[config.mk]
export PLATFORM = sky130hd
export DESIGN_NAME = hazard_unit_mc
export DESIGN_NICKNAME = d
export VERILOG_FILES = /design/src/rtl/hazard_unit_mc.sv
export SDC_FILE = /design/constraint.sdc
export NUM_CORES = 1
export LEC_CHECK = 0
export CAP_MARGIN = 20
export CORE_MARGIN = 8
export CORE_UTILIZATION = 35
export DETAILED_ROUTE_END_ITERATION = 8
export PLACE_DENSITY = 0.69
export SETUP_SLACK_MARGIN = 0.1
export SYNTH_ARGS = -nofsm -noshare
export SYNTH_HDL_FRONTEND = slang
export SYNTH_SLANG_ARGS = --single-unit
[constraint.sdc]
create_clock -name clk -period 2.3 [get_ports clk]
set_clock_uncertainty 0.2 [all_clocks]
set_input_delay 0.46 -clock clk [delete_from_list [all_inputs] [get_ports clk]]
set_output_delay 0.46 -clock clk [all_outputs]
set_load 0.02 [all_outputs]
[src/rtl/hazard_unit_mc.sv]
// rtl/hazard_unit_mc.sv - pipeline hazard unit with multi-cycle execute ops, memory wait stalls and stall counter
// Forwarding, prioritised stall/flush generation, long-op FSM and a saturating stall-cycle counter.
module hazard_unit_mc #(
  parameter int REG_AW  = 5,
  parameter int MUL_LAT = 3,
  parameter int DIV_LAT = 8,
  parameter int CNT_W   = 32
) (
  input  logic              clk,
  input  logic              rst_n,
  input  logic [REG_AW-1:0] rs1D,
  input  logic [REG_AW-1:0] rs2D,
  input  logic [REG_AW-1:0] rs1E,
  input  logic [REG_AW-1:0] rs2E,
  input  logic [REG_AW-1:0] rdE,
  input  logic [REG_AW-1:0] rdM,
  input  logic [REG_AW-1:0] rdW,
  input  logic              regwriteM,
  input  logic              regwriteW,
  input  logic              resultsrcE,
  input  logic              pcsrcE,
  input  logic [1:0]        longopE,
  input  logic              memreqM,
  input  logic              dmem_readyM,
  output logic [1:0]        forwardaE,
  output logic [1:0]        forwardbE,
  output logic              stallF,
  output logic              stallD,
  output logic              stallE,
  output logic              stallM,
  output logic              flushD,
  output logic              flushE,
  output logic              flushM,
  output logic              flushW,
  output logic              busy,
  output logic [CNT_W-1:0]  stall_cycles
);

  localparam int MAX_LAT = (MUL_LAT > DIV_LAT) ? MUL_LAT : DIV_LAT;
  localparam int CW      = (MAX_LAT > 2) ? $clog2(MAX_LAT) : 1;
  localparam logic [CW-1:0] MUL_LOAD = CW'(MUL_LAT - 2);
  localparam logic [CW-1:0] DIV_LOAD = CW'(DIV_LAT - 2);

  typedef enum logic {S_IDLE, S_BUSY} state_t;

  state_t            r_state;
  logic [CW-1:0]     r_cnt;
  logic [CNT_W-1:0]  r_stall_cycles;

  logic w_memstall;
  logic w_longop_valid;
  logic w_longop_stall;
  logic w_loaduse;

  assign w_memstall     = memreqM && !dmem_readyM;
  assign w_longop_valid = (longopE == 2'b01) || (longopE == 2'b10);
  assign w_longop_stall = ((r_state == S_IDLE) && w_longop_valid) ||
                          ((r_state == S_BUSY) && (r_cnt != '0));
  assign w_loaduse      = resultsrcE && (rdE != '0) && ((rdE == rs1D) || (rdE == rs2D));

  always_comb begin
    forwardaE = 2'b00;
    forwardbE = 2'b00;
    stallF    = 1'b0;
    stallD    = 1'b0;
    stallE    = 1'b0;
    stallM    = 1'b0;
    flushD    = 1'b0;
    flushE    = 1'b0;
    flushM    = 1'b0;
    flushW    = 1'b0;
    if (!rst_n) begin
      flushD = 1'b1;
      flushE = 1'b1;
      flushM = 1'b1;
      flushW = 1'b1;
    end else begin
      if (regwriteM && (rdM != '0) && (rdM == rs1E))      forwardaE = 2'b10;
      else if (regwriteW && (rdW != '0) && (rdW == rs1E)) forwardaE = 2'b01;
      if (regwriteM && (rdM != '0) && (rdM == rs2E))      forwardbE = 2'b10;
      else if (regwriteW && (rdW != '0) && (rdW == rs2E)) forwardbE = 2'b01;

      // Priority chain: a higher hazard masks every lower one.
      if (w_memstall) begin
        stallF = 1'b1;
        stallD = 1'b1;
        stallE = 1'b1;
        stallM = 1'b1;
        flushW = 1'b1;
      end else if (w_longop_stall) begin
        stallF = 1'b1;
        stallD = 1'b1;
        stallE = 1'b1;
        flushM = 1'b1;
      end else if (pcsrcE) begin
        flushD = 1'b1;
        flushE = 1'b1;
      end else if (w_loaduse) begin
        stallF = 1'b1;
        stallD = 1'b1;
        flushE = 1'b1;
      end
    end
  end

  always_ff @(posedge clk) begin
    if (!rst_n) begin
      r_state        <= S_IDLE;
      r_cnt          <= '0;
      r_stall_cycles <= '0;
    end else begin
      // A memory stall freezes E, so the long-op sequence must freeze with it.
      if (!w_memstall) begin
        case (r_state)
          S_IDLE: begin
            if (w_longop_valid) begin
              r_cnt   <= (longopE == 2'b10) ? DIV_LOAD : MUL_LOAD;
              r_state <= S_BUSY;
            end
          end
          S_BUSY: begin
            if (r_cnt != '0) r_cnt <= r_cnt - CW'(1);
            else             r_state <= S_IDLE;
          end
          default: r_state <= S_IDLE;
        endcase
      end
      if (stallF && (r_stall_cycles != '1)) r_stall_cycles <= r_stall_cycles + CNT_W'(1);
    end
  end

  assign busy         = (r_state == S_BUSY);
  assign stall_cycles = r_stall_cycles;

endmodule

# After elaboration in Yosys (flattened, before gate mapping)
# Cells that the tools add are included.
# classes
addsub	2
eq_ne	11
muxes	34
n_bitwise	2
n_reduce_logical	21
# op_table
cell	count
$add 32x1->32 const B	1
$ne 32x32->1 const B	1
$eq 5x5->1	6
$mux 1	25
$reduce_bool 5->1	3
$logic_and 1x1->1	12
$mux 3	3
$mux 2	4
$pmux 3 s2	1
$logic_or 1x1->1	3
$reduce_and 3->1	1
$reduce_bool 3->1	1
$sub 3x1->3 const B	1
$eq 2x1->1 const B	1
$eq 2x2->1 const B	1
$ne 2x1->1 const B	1
$ne 2x2->1 const B	1
$not 1->1	2
$pmux 1 s2	1
$logic_not 1->1	1
# word_totals
register_bits	36
inputBits	45
out_inout_bits	45
wordCells	73

# Logic depth before layout (Yosys ltp)
# Gate-level depths: netlist of the first run.
# logic_depth
ltp_word	9
depth_mapped	11
depth_no_buf	9

# Least setup slack after synthesis of the first run
# OpenSTA, ideal clock, no wires.
# synth_path
path_type	input to output
start	input rst_n
end	output forwardaE[0]
arrival_time_ps	1999
required_ps	1640
slack_ps	-359
cell_stages	4
n_path_buf	1
cell_sequence	clkbuf_1 o211ai_1 or4_1 nor4_1
# synth_via
elab_chain_len	1
# synth_lines
element	line_no	source
start, declared	10	input logic rst_n,
$mux 2	72	if (!rst_n) begin
end, declared	25	output logic [1:0] forwardaE,
# Every way passes these cells.

# Worst setup path in the final report of the first run
# layout_path
start	input rdW[3]
end	output forwardaE[0]
# layout_via
elab_chain_len	6
# layout_lines
element	line_no	source
start, declared	17	input logic [REG_AW-1:0] rdW,
$reduce_bool 5->1	79	else if (regwriteW && (rdW != '0) && (rdW == rs1E)) forwardaE = 2'b01;
$logic_and 1x1->1	79	
$logic_and 1x1->1 *	79	
$mux 1 *	79	
$mux 2 *	78	if (regwriteM && (rdM != '0) && (rdM == rs1E)) forwardaE = 2'b10;
$mux 2 *	72	
# Every way passes the cells marked *; elsewhere a longest branch is shown, timed or not.

==> results.yml, run 1 <==
run_status:
  status: "complete, but fails checks"
  violations: "setup timing"
synth:
  syn_area_um2: 2350
  synth_top_area_share_pct: 30.7
  syn-num-nets: 341
  synth.distinct_cells: 45
  ys_async_sr_fraction_pct: 0
  syn_inst: 292
  synth-seq-area-share_pct: 30.7
  syn_avg_cell_area_um2: 8.05
  synth_edf_count: 0
  synth.area.top_cells: "dfxtp_1, xor2_1, nand2_1, or4_1, a21oi_1"
  yosys.area.top_type: "dfxtp_1"
  synth_flop_cell: "dfxtp_1"
  ys_warn_count: 0
  ys_ff_latch: 36
power_and_ir_drop:
  comb_power_share_pct: 30.2
  p_sw_w: 0.000490
  power.leakage_nw: 1.86
  vdd_drop_max_mv: 0.268
  power_report.internal_total_w: 0.00122
  power_w: 0.00171
  switching_share_pct: 28.6
  p_clk_share_pct: 32.6
  p_seq_share_pct: 37.2
  p_per_area_nw_per_um2: 371
clock_network:
  cts_root_buf: "clkbuf_8"
  ctsHoldBuffers: 0
  clock_latency_ns: 0.30
  cts_tree: "yes"
  cts-buffers-inserted: 5
  cts.htree.levels: 2
  clk_pin_slew_ns: 0.07
  clock_path_buffers: 2
  cts.sink_count: 36
grt:
  grt_max_degree: 28
  grt_pass1_vias: 3043
  grtUsageTotal_pct: 18.4
  antenna_found_initial: 0
  grt_pass1_wl_um: 14700
  grt_overflow: 0
setup_path:
  path_cells: "buf_8 > buf_4 > xor2_1 > or4_4 > nor4_4 > buf_4"
  cp_slowest_cell: "or4_4"
  start_kind: "input port"
  cpLargestDelayFamily: "simple AND/OR/NAND/NOR gates"
  crit_top_cell: "buf_4"
  end_kind: "output port"
  critPathBufInv: 3
  worst_ep_required_time_ns: 1.64
  reg2reg_slack_ns: -0.15
  worstPathMaxFanout: 3
  worstSetupPathType: "input port to output port"
  cp.arrival_ns: 1.81
  slowest_delay_ns: 0.55
flow_run:
  cap_violations: 0
worst_hold_path:
  worstHoldPathType: "flop to flop"
floorplanning:
  num_io_pins: 90
  dieArea_um2: 9600
  die_x_um: 98.0
  dieHeight_um: 98.0
  placeableCoreArea_um2: 6640
  rows: 30
  start_util_pct: 35.4
place:
  io_buffer_count: 89
  hpwl_um: 6190
  gp_congestion: 0.864
cells_and_area:
  diodes: 0
  syn_to_final_growth_pct: 96.3
  drive_above_1_share_pct: 44.7
  fin_nets: 507
  finish.utilization_pct: 69.5
sta:
  slew_violations: 0
  tightestPinTransition_ns: 0.844
  slew-limit-headroom_pct: 43.4
  post-route-period-util_pct: 107
  max_freq_mhz: 405
  hold_viol: 0
  setup_ws_ns: -0.168
  setup_violations: 29
  grt_setup_unrepaired: "true"
  period_needed_ns: 2.47
route:
  drc: 0
  routedWlPerCell_um: 16.2
  drt_iter0_drc: 76
  ant_nets: 0
  drt_wl_total_um: 8730
  routed_via_density: 5.38
  vias: 2901
  drtPass1Iterations: 4
logic make-up after synthesis:
logic type,synth area share (%)
compound gates,19.7
xor+xnor,11.5
fa+ha+maj,2.13
buf+inv,4.10
flops,30.7
mux,1.70
simple gates,30.2
stage by stage:
stage          setup slack [ns]  instances  hold slack, ns  TNS, ns  area, um^2
2_1_floorplan           -0.0417        292           0.250   -0.273        2590
3_3_place_gp             -0.990        516           0.283   -29.20        4010
3_5_place_dp              -1.02        516           0.296   -30.60        4010
4_1_cts                  -0.200        534           0.311    -1.73        4480
5_1_grt                  -0.240        539           0.349    -5.05        4620
6_report                 -0.168        539           0.310    -2.45        4620
power groups by stage:
stage | Clock (W) | Combinational, W | Sequential (W)
after global routing | 0.000602 | 0.000561 | 0.000638
after global placement | 0 | 0.000430 | 0.000649
after floorplan | 0 | 0.000194 | 0.000661
final | 0.000558 | 0.000518 | 0.000637
after CTS | 0.000569 | 0.000494 | 0.000636
after detailed placement | 0 | 0.000437 | 0.000649
registers in the layout, summed over array words and instances, names as in the netlist:
register / cells
busy: 1
r_cnt: 3
stall_cycles: 32
worst paths after layout:
check / startpoint / end / cells past startpoint
worst max-delay path: rdW[3] / forwardaE[0] / 6
worst min-delay path: r_cnt[2] / r_cnt[2] / 2
worst min register to register: r_cnt[2] / r_cnt[2] / 2
worst max register to register: r_cnt[0] / stall_cycles[11] / 8
metal layers:
layer | share of wire, % | routed length (um) | GRT usage, %
met5 | 0 | 0 | 0
met4 | 1.6 | 136 | 5.52
met3 | 5.9 | 519 | 5.76
met2 | 51 | 4450 | 32.5
met1 | 41 | 3620 | 20.5
synth_stat cells (3+ instances only):
cell type  count
o41ai_1        6
o21ai_0        8
mux2i_1        4
nand2_1       27
nor4_1         5
xor2_1        25
o21ai_1        7
o311ai_1       3
a21oi_1       19
ha_1           4
dfxtp_1       36
nor2_1        16
nand2b_1       9
nand4_1        8
o31ai_1       10
o211ai_1       5
and4_1         3
nor2b_1        4
nor3_1         6
nand3_1       12
or4_1         13
o311ai_0       3
inv_1          7
xnor2_1        6
or3_1         10
clkbuf_1      10
worst register-to-register path: stages, from the launching register on:
cell,delay (ns)
dfxtp_2,0.34
inv_2,0.05
ha_4,0.14
and3b_2,0.22
o21ai_4,0.19
nand2_4,0.09
a221o_4,0.51
or4_4,0.51
a21oi_2,0.14
repair_timing:
| item | 4_1_cts | 5_1_grt |
|---|---|---|
| buffers inserted | 7 | 6 |
| resized for setup | 216 | 49 |
| pin swaps | 56 | 23 |
| setup endpoints to repair | 44 | 43 |
| cloned | 3 | 1 |
layout make-up:
type                    count  area (um^2)
multi-input cells         234         2020
inverters                   7         31.3
flip-flops and latches     36          757
clock inverters             2         35.0
repair buffers            174         1600
clock buffers               6         72.6
fillers                   510         2030
well taps                  80          100
cells in the final DEF, fill, tap and decap left out, types with 5 or more instances in the layout:
cell	count
o211ai_1	5
a21oi_1	17
or4_1	7
dfxtp_1	21
nor4_4	5
or3_1	8
o21ai_1	6
nor2_1	15
clkdlybuf4s15_1	8
dlygate4sd2_1	11
or4_4	6
dfxtp_4	7
clkbuf_8	5
dfxtp_2	8
nand3_1	11
o31ai_1	8
clkdlybuf4s50_1	34
nand2b_1	8
buf_4	75
o41ai_2	5
buf_8	5
o21ai_0	6
buf_2	9
nand2_1	23
nand4_1	8
buf_6	16
o311ai_4	5
xor2_1	24
Note: power is estimated with default switching activity, not from simulation.
==> inputs of run 2 (changes only) <==
--- a/config.mk
+++ b/config.mk
@@ -8,6 +8,7 @@
 export CAP_MARGIN = 20
 export CORE_MARGIN = 8
 export CORE_UTILIZATION = 35
+export CTS_BUF_LIST = sky130_fd_sc_hd__clkbuf_4 sky130_fd_sc_hd__clkbuf_8 sky130_fd_sc_hd__clkbuf_16
 export DETAILED_ROUTE_END_ITERATION = 8
 export PLACE_DENSITY = 0.69
 export SETUP_SLACK_MARGIN = 0.1
==> run 2 against run 1 <==
  * The run still ends with setup timing left
  * Fmax is essentially flat
  * First-iteration DRC count shrank 3.9%
  * Largest power group unchanged
  * Sequential power is essentially flat
  * Power grew 0.89%
  * Die area is the same
==> results.yml, run 2 (same netlist as run 1, synthesis figures left out) <==
cells_and_area:
  final_cell_mix: "buf_4, clkdlybuf4s50_1, xor2_1, nand2_1, dfxtp_1"
  fin_nets: 508
  final_area_um2: 4630
  final_cells: 540
  drive_above_1_share_pct: 45.0
  syn_to_final_growth_pct: 96.8
  diodes: 0
  final_common_cell: "buf_4"
  num-fill-cells: 503
  finish.utilization_pct: 69.6
  largest_reg_flops: 32
clock_network:
  cts.sink_count: 36
  cts.htree.levels: 2
  clock_path_buffers: 2
  cts_root_buf: "clkbuf_8"
  cts_tree: "yes"
  clk_pin_slew_ns: 0.07
  clock_latency_ns: 0.30
  cts-buffers-inserted: 5
floorplanning:
  placeableCoreArea_um2: 6640
  rows: 30
  die_x_um: 98.0
  dieArea_um2: 9600
  dieHeight_um: 98.0
  num_io_pins: 90
  start_util_pct: 35.4
run_status:
  violations: "setup timing"
  status: "complete, but fails checks"
setup_path:
  start_kind: "input port"
  cp.arrival_ns: 1.81
  worstPathMaxFanout: 3
  worst_ep_required_time_ns: 1.64
  worstSetupPathType: "input port to output port"
  end_kind: "output port"
power_and_ir_drop:
  power.leakage_nw: 1.87
  p_seq_share_pct: 36.9
  p_sw_w: 0.000491
  power_report.internal_total_w: 0.00124
  switching_share_pct: 28.4
  comb_power_share_pct: 30.1
  p_per_area_nw_per_um2: 374
  p_clk_share_pct: 33.0
  vdd_drop_max_mv: 0.256
route:
  drtPass1Iterations: 4
  drt_iter0_drc: 73
  drc: 0
  routed_via_density: 5.39
  ant_nets: 0
  routedWlPerCell_um: 16.2
  vias: 2912
  drt_wl_total_um: 8730
sta:
  slew_violations: 0
  fin_setup_tns_ns: -2.45
  post-route-period-util_pct: 107
  tightestPinTransition_ns: 0.851
  setup_ws_ns: -0.168
  period_needed_ns: 2.47
  hold_viol: 0
  slew-limit-headroom_pct: 42.9
  grt_setup_unrepaired: "true"
  max_freq_mhz: 405
  setup_violations: 29
grt:
  grt_pass1_wl_um: 14700
  grtUsageTotal_pct: 18.3
  grt_max_degree: 28
  antenna_found_initial: 0
  grt_overflow: 0
  grt_pass1_vias: 3045
place:
  dp_slack_ns: -1.02
  dpl_cell_area_um2: 4010
  gp_congestion: 0.864
  dpl.cell_count: 516
  hpwl_um: 6190
  io_buffer_count: 89
worst_hold_path:
  worstHoldPathType: "flop to flop"
flow_run:
  cap_violations: 0
==> run 2: worst max-delay path, stage by stage <==
cell and delay [ns]:
buf_8 0.10, buf_4 0.12, xor2_1 0.13, or4_4 0.55
nor4_4 0.27, buf_4 0.18
==> run 2: power by group through the flow <==
stage	Clock (W)	Sequential, W	Combinational (W)
4_1_cts	0.000582	0.000636	0.000494
5_1_grt	0.000612	0.000638	0.000564
3_5_place_dp	0	0.000649	0.000437
3_3_place_gp	0	0.000649	0.000430
6_report	0.000570	0.000637	0.000521
2_1_floorplan	0	0.000661	0.000194
==> run 2: metal layers <==
layer  GRT usage [%]  vias up  wire (um)
met5               0        -          0
met4            5.52        0        128
met3            5.76       13        556
li1                -     1426          -
met2            32.5       82       4450
met1            20.4     1391       3600
==> run 2: repair_timing <==
action / CTS / global route
gates cloned: 3 / 1
gates resized for setup: 216 / 49
pin swaps: 56 / 23
hold buffers: 0 / 0
buffers inserted: 7 / 7
setup endpoints to repair: 44 / 43
==> run 2: final cells by class <==
cell class,count,area (um^2),share of cell area (%)
inverter,7,31.3,0.676
multi-input combinational,234,2020,43.6
sequential,36,757,16.4
tap,80,100,2.16
clock buffer,6,76.3,1.65
clock inverter,2,35.0,0.757
timing repair buffer,175,1610,34.7
==> run 2: stage by stage <==
stage,hold slack (ns),power (W)
final,0.310,0.00173
after global routing,0.349,0.00181
after floorplan,0.250,0.000854
after detailed placement,0.296,0.00109
after global placement,0.283,0.00108
after CTS,0.311,0.00171
==> run 2: final timing paths <==
path | cells past startpoint | slack (ns) | end | from
min | 2 | 0.31 | r_cnt[2] | r_cnt[2]
min reg2reg | 2 | 0.31 | r_cnt[2] | r_cnt[2]
max reg2reg | 8 | -0.15 | stall_cycles[11] | r_cnt[0]
max | 6 | -0.17 | forwardaE[0] | rdW[3]
